$ cat src/rtl/seq_multiplier.sv
// Sequential shift-add multiplier: one multiplier bit per clock, full 2*WIDTH-bit product.
// Define MULT_SIGNED_EN to compile in two's-complement operation selected by is_signed.
//
// state  | meaning
// -------+------------------------------------------------
// S_IDLE | ready for a new operation, p holds last product
// S_RUN  | one shift-add step per clock, WIDTH steps
// S_DONE | done pulse, p valid
module seq_multiplier #(
    parameter int WIDTH = 8
) (
    input  logic                 clk,
    input  logic                 rst,
    input  logic                 start,
    input  logic [WIDTH-1:0]     a,
    input  logic [WIDTH-1:0]     b,
    input  logic                 is_signed,
    output logic                 ready,
    output logic                 busy,
    output logic                 done,
    output logic [2*WIDTH-1:0]   p
);

    localparam int CW = $clog2(WIDTH + 1);

    typedef enum logic [1:0] {S_IDLE, S_RUN, S_DONE} state_t;

    state_t               state, state_nxt;
    logic [WIDTH-1:0]     mcand, acc_hi, acc_lo;
    logic [CW-1:0]        cnt;
    logic [WIDTH:0]       sum;
    logic                 last;
    logic [WIDTH-1:0]     a_mag, b_mag;
    logic                 neg_in;
    logic [2*WIDTH-1:0]   prod, p_final;

`ifdef MULT_SIGNED_EN
    logic neg;
    logic a_neg, b_neg;

    assign a_neg   = is_signed & a[WIDTH-1];
    assign b_neg   = is_signed & b[WIDTH-1];
    // -(-2^(W-1)) wraps to 2^(W-1), which is the exact unsigned magnitude
    assign a_mag   = a_neg ? -a : a;
    assign b_mag   = b_neg ? -b : b;
    assign neg_in  = a_neg ^ b_neg;
    assign p_final = neg ? -prod : prod;
`else
    logic unused_is_signed;

    assign unused_is_signed = is_signed;
    assign a_mag   = a;
    assign b_mag   = b;
    assign neg_in  = 1'b0;
    assign p_final = prod;
`endif

    assign last = (cnt == CW'(WIDTH - 1));
    assign sum  = {1'b0, acc_hi} + (acc_lo[0] ? {1'b0, mcand} : '0);
    // {sum, lower} shifted right by one
    assign prod = {sum, acc_lo[WIDTH-1:1]};

    always_ff @(posedge clk) begin
        if (rst) state <= S_IDLE;
        else     state <= state_nxt;
    end

    always_comb begin
        state_nxt = state;
        case (state)
            S_IDLE:  if (start) state_nxt = S_RUN;
            S_RUN:   if (last)  state_nxt = S_DONE;
            S_DONE:  state_nxt = S_IDLE;
            default: state_nxt = S_IDLE;
        endcase
    end

    assign ready = (state == S_IDLE);
    assign busy  = (state == S_RUN);
    assign done  = (state == S_DONE);

    always_ff @(posedge clk) begin
        if (rst) begin
            mcand  <= '0;
            acc_hi <= '0;
            acc_lo <= '0;
            cnt    <= '0;
            p      <= '0;
`ifdef MULT_SIGNED_EN
            neg    <= 1'b0;
`endif
        end else begin
            case (state)
                S_IDLE: begin
                    if (start) begin
                        mcand  <= a_mag;
                        acc_hi <= '0;
                        acc_lo <= b_mag;
                        cnt    <= '0;
`ifdef MULT_SIGNED_EN
                        neg    <= neg_in;
`endif
                    end
                end
                S_RUN: begin
                    acc_hi <= prod[2*WIDTH-1:WIDTH];
                    acc_lo <= prod[WIDTH-1:0];
                    cnt    <= cnt + 1'b1;
                    if (last) p <= p_final;
                end
                default: ;
            endcase
        end
    end

`ifndef MULT_SIGNED_EN
    logic unused_neg_in;
    assign unused_neg_in = neg_in;
`endif

endmodule

$ cat config.mk
export PLATFORM = sky130hd
export DESIGN_NAME = seq_multiplier
export DESIGN_NICKNAME = d
export VERILOG_FILES = /design/src/rtl/seq_multiplier.sv
export SDC_FILE = /design/constraint.sdc
export NUM_CORES = 1
export LEC_CHECK = 0
export ABC_AREA = 1
export CELL_PAD_IN_SITES_DETAIL_PLACEMENT = 2
export CELL_PAD_IN_SITES_GLOBAL_PLACEMENT = 2
export CORE_MARGIN = 5
export CORE_UTILIZATION = 31
export CTS_CLUSTER_SIZE = 40
export DETAILED_ROUTE_END_ITERATION = 7
export HOLD_SLACK_MARGIN = 0.1
export PLACE_DENSITY = 0.9
export SYNTH_ARGS = -nofsm -noshare
export SYNTH_HDL_FRONTEND = slang
export SYNTH_SLANG_ARGS = --single-unit
$ cat constraint.sdc
create_clock -name clk -period 3.2 [get_ports clk]
set_input_delay 0.64 -clock clk [delete_from_list [all_inputs] [get_ports clk]]
set_output_delay 0.64 -clock clk [all_outputs]
set_load 0.03 [all_outputs]
==> results of run 1 <==
## worst max-delay path by stage
stage | start | end | slack, ns | cells after the start
2_1_floorplan | acc_lo[0] | p[15] | 1.39 | 13
3_3_place_gp | start | acc_lo[5] | 0.49 | 6
3_5_place_dp | start | acc_lo[1] | 0.40 | 6
4_1_cts | state[1] | busy | 0.60 | 4
5_1_grt | state[1] | busy | 0.53 | 4
6_report | state[1] | busy | 0.62 | 4
## registers in the layout, indices dropped and copies added, names as in the netlist
signal	flops
p	16
cnt	4
acc_hi	8
mcand	8
acc_lo	8
state	2
## metrics by stage
step,power (uW),worst slack [ns],hold slack (ns)
2_1_floorplan,704,1.39,0.424
3_3_place_gp,755,0.486,0.437
3_5_place_dp,764,0.403,0.456
4_1_cts,1210,0.600,0.477
5_1_grt,1250,0.533,0.498
6_report,1200,0.616,0.473
## cell usage after synthesis
cell / n
ha_1: 9
a21o_1: 1
nand2_4: 1
clkinv_1: 1
buf_4: 1
nand4_1: 1
nor2_2: 1
inv_2: 1
xor2_1: 1
dfxtp_1: 46
clkinv_2: 1
inv_1: 41
fa_1: 1
nand3b_1: 2
buf_2: 2
a31oi_1: 1
clkbuf_1: 5
o21ai_0: 23
a211oi_1: 2
a21oi_1: 23
nand2_2: 1
nor3_1: 6
or2_2: 1
o21a_1: 6
o221ai_1: 1
nor2_4: 1
buf_6: 1
nand3_1: 16
nor2_1: 42
nor3_4: 1
nand2_1: 62
## worst max-delay path, stage by stage (launching register included)
cell and delay, ns:
dfxtp_1 0.31, inv_1 0.10, nand2_2 0.16, inv_2 0.31
clkdlybuf4s50_1 0.75
## power by group
group / total [uW] / internal [uW] / switching [uW]
Clock: 448 / 234 / 213
Sequential: 613 / 595 / 17.3
Combinational: 140 / 53.8 / 86.2
## cells in the final DEF (no fill, tap or decap), types with 2 or more instances in the layout
cell              n
nand3_1          16
nand2_1          62
nand3b_1          2
o21a_1            6
nor3_1            6
o21ai_0          23
nor2_1           42
dfxtp_1          46
inv_1            41
ha_1              9
clkdlybuf4s50_1  37
a211oi_1          2
a21oi_1          23
clkbuf_8          5
clkinv_2          2
## cell families after synthesis
logic type / share of synthesized area
AOI/OAI and AO/OA: 0.144
xor gates and xnor gates: 0.00404
adders and majority gates: 0.0612
buffers and inverters: 0.0987
DFF: 0.425
and+or+nand+nor: 0.267
## routing by layer
layer  track usage  vias up  share of wire  routed length [um]
li1              -     1027              -                   -
met1         0.197     1005           0.45                3010
met2         0.288       24           0.51                3440
met3        0.0225       11          0.021                 139
met4        0.0493        0          0.014                  92
met5             0        -              0                   0
## area by class of cell
cell class                      instances  area, um^2  share of cell area
Clock buffer                            5        68.8              0.0252
Clock inverter                          3        43.8              0.0160
Inverter                               44         166              0.0609
Multi-Input combinational cell        203        1030               0.378
Sequential cell                        46         921               0.337
Tap cell                               96         120              0.0440
Timing Repair Buffer                   38         378               0.138
==> results by group, run 1 <==
STA
  • # setup viols final: 0
  • Clock Skew: 0.00963 ns
  • Slew headroom: 0.292
  • Peak Freq: 387 MHz
  • RSZ-0062 raised after global routing: no
  • Slew @ Worst Pin: 1.06 ns
  • Final Max Slew Viols: 0
  • Minimum clock period: 2.58 ns
  • Period Utilization, post-route: 0.807
  • Setup TNS: 0 ns
  • Final hold vios: 0

Worst setup path
  • Startpoint Class: flop
  • Critical path class: flop to output port
  • Critical Path AT: 1.94 ns
  • CP required: 2.56 ns
  • Worst R2R Path Depth: 6
  • Reg2reg setup slack: about 0.8 ns
  • Worst-path fanout max: 16
  • Worst r2r dst: acc_lo[1]
  • Worst R2R Start: state[1]
  • Setup crit end kind: output port

Yosys
  • Top cells by area, synth: dfxtp_1, nand2_1, nor2_1
  • Syn Area/Cell: ~7.2 um^2
  • YS warnings: 0
  • Seq cells post-synth: 46
  • Syn nets: 332
  • Synth Cell Area: 2170 um^2
  • Synth top area share: 0.425
  • Gate Count Post-Synth: 302
  • Register area share after synthesis: 0.425
  • Unique masters post-synth: 31
  • Yosys top cell by area: dfxtp_1

Cells and area
  • Final core utilization: 0.402
  • Layout cells sized above 1: 0.0501
  • Final #Nets: between 300 and 400
  • Filler instances: 805
  • Design area: 2730 um^2
  • Final Non-Filler Cells: around 440
  • ANT cells: 0
  • Layout area overhead: 26.0%

Drt
  • # DRC: 0
  • Wire per inst: 15.3 um
  • Final wirelength: 6680 um
  • DRT iter0 DRCs: 58
  • Via count: 2067
  • First-pass detailed-route iteration total: 4
  • DRT antenna net count: 0
  • Vias per inst: roughly 4.8

Clock tree
  • Clock Sinks: 46
  • Worst-Skew Late Latency: 0.31 ns
  • CTS tree: built
  • CTS resizes: 0
  • CTS Hold Bufs: 0
  • Number of buffers on the longest clock path: 2
  • Post-CTS setup buffers: 0
  • Total CTS buffers: 5
  • CTS H-Tree Depth: 2
  • Clock root cell: clkbuf_8
  • Worst-path clk slew: approximately 0.090 ns

Status
  • Status: finished, final reports clean

Floorplanning
  • DIE AREA: 8770 um^2
  • Initial cell density of the core: 0.319
  • DIE WIDTH: 93.6 um
  • Ports: 39
  • Core ar.: 6790 um^2
  • Chip height: 93.6 um
  • Row count: 30

Global route
  • First-pass GRT wire length: 11100 um
  • Vias in the first global route: 2262
  • Largest net degree at the start of global routing: 31
  • GRT Total Usage: 0.160
  • Initial antenna violation count: 0
  • Grt total ovfl: 0

Power and ir drop
  • Max IR drop VDD: 0.197 mV
  • Pwr/cell area: 439 nW/um^2
  • Leak: between 0.001 and 0.0015 uW

Place
  • Placed cell areas: between 2000 and 3000 um^2
  • HPWL Detailed: 4870 um
  • Dpl cells: 427
  • RePlAce Congestion: 0.781
  • Port buffer count: 37

Min path
  • HP Class: flop to flop
  • Hold depth: 2
  • HP Start: acc_hi[2]
  • Hold Path End: acc_hi[2]

Flow run
  • Max-cap violations: 0
Note: power is estimated with default switching activity, not from simulation.
==> run 2: changes to the inputs <==
--- a/config.mk
+++ b/config.mk
@@ -9,11 +9,11 @@
 export CELL_PAD_IN_SITES_DETAIL_PLACEMENT = 2
 export CELL_PAD_IN_SITES_GLOBAL_PLACEMENT = 2
 export CORE_MARGIN = 5
-export CORE_UTILIZATION = 31
+export CORE_UTILIZATION = 26
 export CTS_CLUSTER_SIZE = 40
 export DETAILED_ROUTE_END_ITERATION = 7
 export HOLD_SLACK_MARGIN = 0.1
-export PLACE_DENSITY = 0.9
+export PLACE_DENSITY = 0.81
 export SYNTH_ARGS = -nofsm -noshare
 export SYNTH_HDL_FRONTEND = slang
 export SYNTH_SLANG_ARGS = --single-unit
==> constraint.sdc (replaced) <==
create_clock -name clk -period 2.2 [get_ports clk]
set_input_delay 0.44 -clock clk [delete_from_list [all_inputs] [get_ports clk]]
set_output_delay 0.44 -clock clk [all_outputs]
set_load 0.03 [all_outputs]
==> run 2 against run 1 <==
Largest cell class unchanged. Total power is 47% higher. Via count is 3.3% higher. Sequential power increased by 45%. Critical path type unchanged. Critical endpoint unchanged.
==> results by group, run 2 (synthesized netlist as in run 1, its figures left out) <==
Status
  • Status: finished, final reports clean

Cells and area
  • Final core utilization: 0.343 (-0.0586)
  • Layout area overhead: 29.5%
  • Layout cells sized above 1: 0.0718 (+0.0217)
  • Max reg flops: 16 (unchanged)
  • Commonest non-fill, non-tap cell in the layout: nand2_1
  • Final Non-Filler Cells: 453 (+4.1%)
  • ANT cells: 0 (unchanged)
  • Reg with most FFs: p
  • Final #Nets: 377 (+2.4%)
  • Most frequent cells in the layout: nand2_1, dfxtp_1, nor2_1

Worst setup path
  • Setup crit end kind: output port
  • Reg2reg setup slack: 0.17 ns (-0.64 ns)
  • Critical path class: flop to output port
  • Critical Path AT: 1.69 ns (-0.25 ns)
  • Worst R2R Start: acc_lo[0]
  • Crit path cell chain: inv_1 > nand2_2 > inv_2 > clkdlybuf4s50_1
  • Worst R2R Path Depth: 12 (+6)
  • CP required: 1.76 ns (-0.80 ns)
  • Worst-path fanout max: 9 (-7)
  • Crit path largest cell delay: 0.68 ns (-0.07 ns)
  • Startpoint Class: flop
  • Worst r2r dst: p[15]
  • Worst path slowest cell: clkdlybuf4s50_1

STA
  • Slew @ Worst Pin: 0.365 ns (-0.694 ns)
  • Final Max Slew Viols: 0 (unchanged)
  • Slew headroom: 0.757 (+0.465)
  • Final hold vios: 0 (unchanged)
  • Clock Skew: 0.00921 ns (-0.000421 ns)
  • # setup viols final: 0 (unchanged)
  • Setup TNS: 0 ns (unchanged)
  • Hold Slack: 0.470 ns (-0.00241 ns)
  • Peak Freq: 470 MHz
  • Minimum clock period: 2.13 ns
  • RSZ-0062 raised after global routing: no
  • Period Utilization, post-route: 0.966

Drt
  • DRT iter0 DRCs: 38 (-34%)
  • Vias per inst: 4.71 (-0.81%)
  • Wire per inst: 15.2 um (-1.1%)
  • Via count: 2135 (+3.3%)
  • Highest routed layer: met4
  • Final wirelength: 6880 um (+3.0%)
  • Met2 wire len: 3660 um (+6.4%)
  • First-pass detailed-route iteration total: 4 (unchanged)
  • Met1 Routed Length: 2960 um (-1.6%)
  • DRT antenna net count: 0 (unchanged)
  • Wire length on met3: 133 um (-4.3%)
  • # DRC: 0 (unchanged)

Global route
  • GRT Total Usage: 0.140 (-0.0203)
  • Initial antenna violation count: 0 (unchanged)
  • Vias in the first global route: 2376 (+5.0%)
  • Largest net degree at the start of global routing: 17 (-45%)
  • First-pass GRT wire length: 11300 um (+1.8%)
  • Grt total ovfl: 0 (unchanged)

Floorplanning
  • DIE WIDTH: 101 um (+8.2%)
  • DIE AREA: 10300 um^2 (+17%)
  • Core ar.: 8180 um^2 (+20%)
  • Ports: 39 (unchanged)
  • Chip height: 101 um (+8.2%)
  • Initial cell density of the core: 0.265 (-0.0539)
  • Row count: 33 (+10%)

Min path
  • HP Class: flop to flop
  • Hold depth: 2 (unchanged)
  • Hold Path End: acc_lo[6]
  • HP Start: acc_lo[6]

Place
  • Port buffer count: 37 (unchanged)
  • RePlAce Congestion: 0.823 (+5.3%)
  • HPWL Detailed: 5260 um (+7.9%)
  • Dpl cells: 445 (+4.2%)

Clock tree
  • Post-CTS setup buffers: 0 (unchanged)
  • Clock Sinks: 46 (unchanged)
  • Worst-path clk slew: 0.09 ns (about the same)
  • CTS tree: built
  • Worst-Skew Late Latency: 0.31 ns (about the same)
  • CTS H-Tree Depth: 2 (unchanged)
  • Number of buffers on the longest clock path: 2 (unchanged)
  • Clock root cell: clkbuf_8
  • CTS Hold Bufs: 0 (unchanged)
  • Total CTS buffers: 5 (unchanged)
  • CTS resizes: 0 (unchanged)

Power and ir drop
  • Power Total: 1760 uW (+47%)
  • Leak: 0.00135 uW (+2.8%)
  • Pwr/cell area: 627 nW/um^2 (+43%)
  • Max IR drop VDD: 0.281 mV (+43%)

Flow run
  • Max-cap violations: 0 (unchanged)
run 2: metrics by stage:
| step | setup WS [ns] | instance area (um^2) |
|---|---|---|
| floorplan | 0.388 | 2170 |
| global route | 0.00154 | 2810 |
| finish | 0.0743 | 2810 |
| detailed placement | 0.209 | 2700 |
| global placement | 0.279 | 2700 |
| CTS | 0.0680 | 2810 |
run 2: where the power goes:
group	total [uW]	switching [uW]	internal, uW
Combinational	219	127	91.8
Clock	649	310	340
Sequential	890	24.6	866
run 2: worst max-delay path, delay by kind of cell, from the launching register on:
family                 cells  cell delay (ns)
buffers and inverters      3             0.91
DFF                        1             0.31
and+or+nand+nor            1             0.16
run 2: layout make-up:
type | instances | area, um^2
Tap cell | 105 | 131
Multi-Input combinational cell | 203 | 1030
Sequential cell | 46 | 921
Clock inverter | 2 | 37.5
Inverter | 44 | 166
Timing Repair Buffer | 47 | 445
Clock buffer | 6 | 72.6
Fill cell | 999 | 5370
run 2: routing by layer:
metal / vias up / GRT usage
met1: 1045 / 0.160
met3: 9 / 0.0200
li1: 1045 / -
met2: 36 / 0.264
met5: - / 0
met4: 0 / 0.0481
run 2: how the worst max path moves through the flow:
| stage | slack [ns] | startpoint | endpoint |
|---|---|---|---|
| final | 0.07 | state[1] | busy |
| after CTS | 0.07 | state[1] | busy |
| after global routing | 0.002 | state[1] | busy |
| after global placement | 0.28 | acc_lo[0] | p[15] |
| after detailed placement | 0.21 | acc_lo[0] | p[15] |
| after floorplan | 0.39 | acc_lo[0] | p[15] |
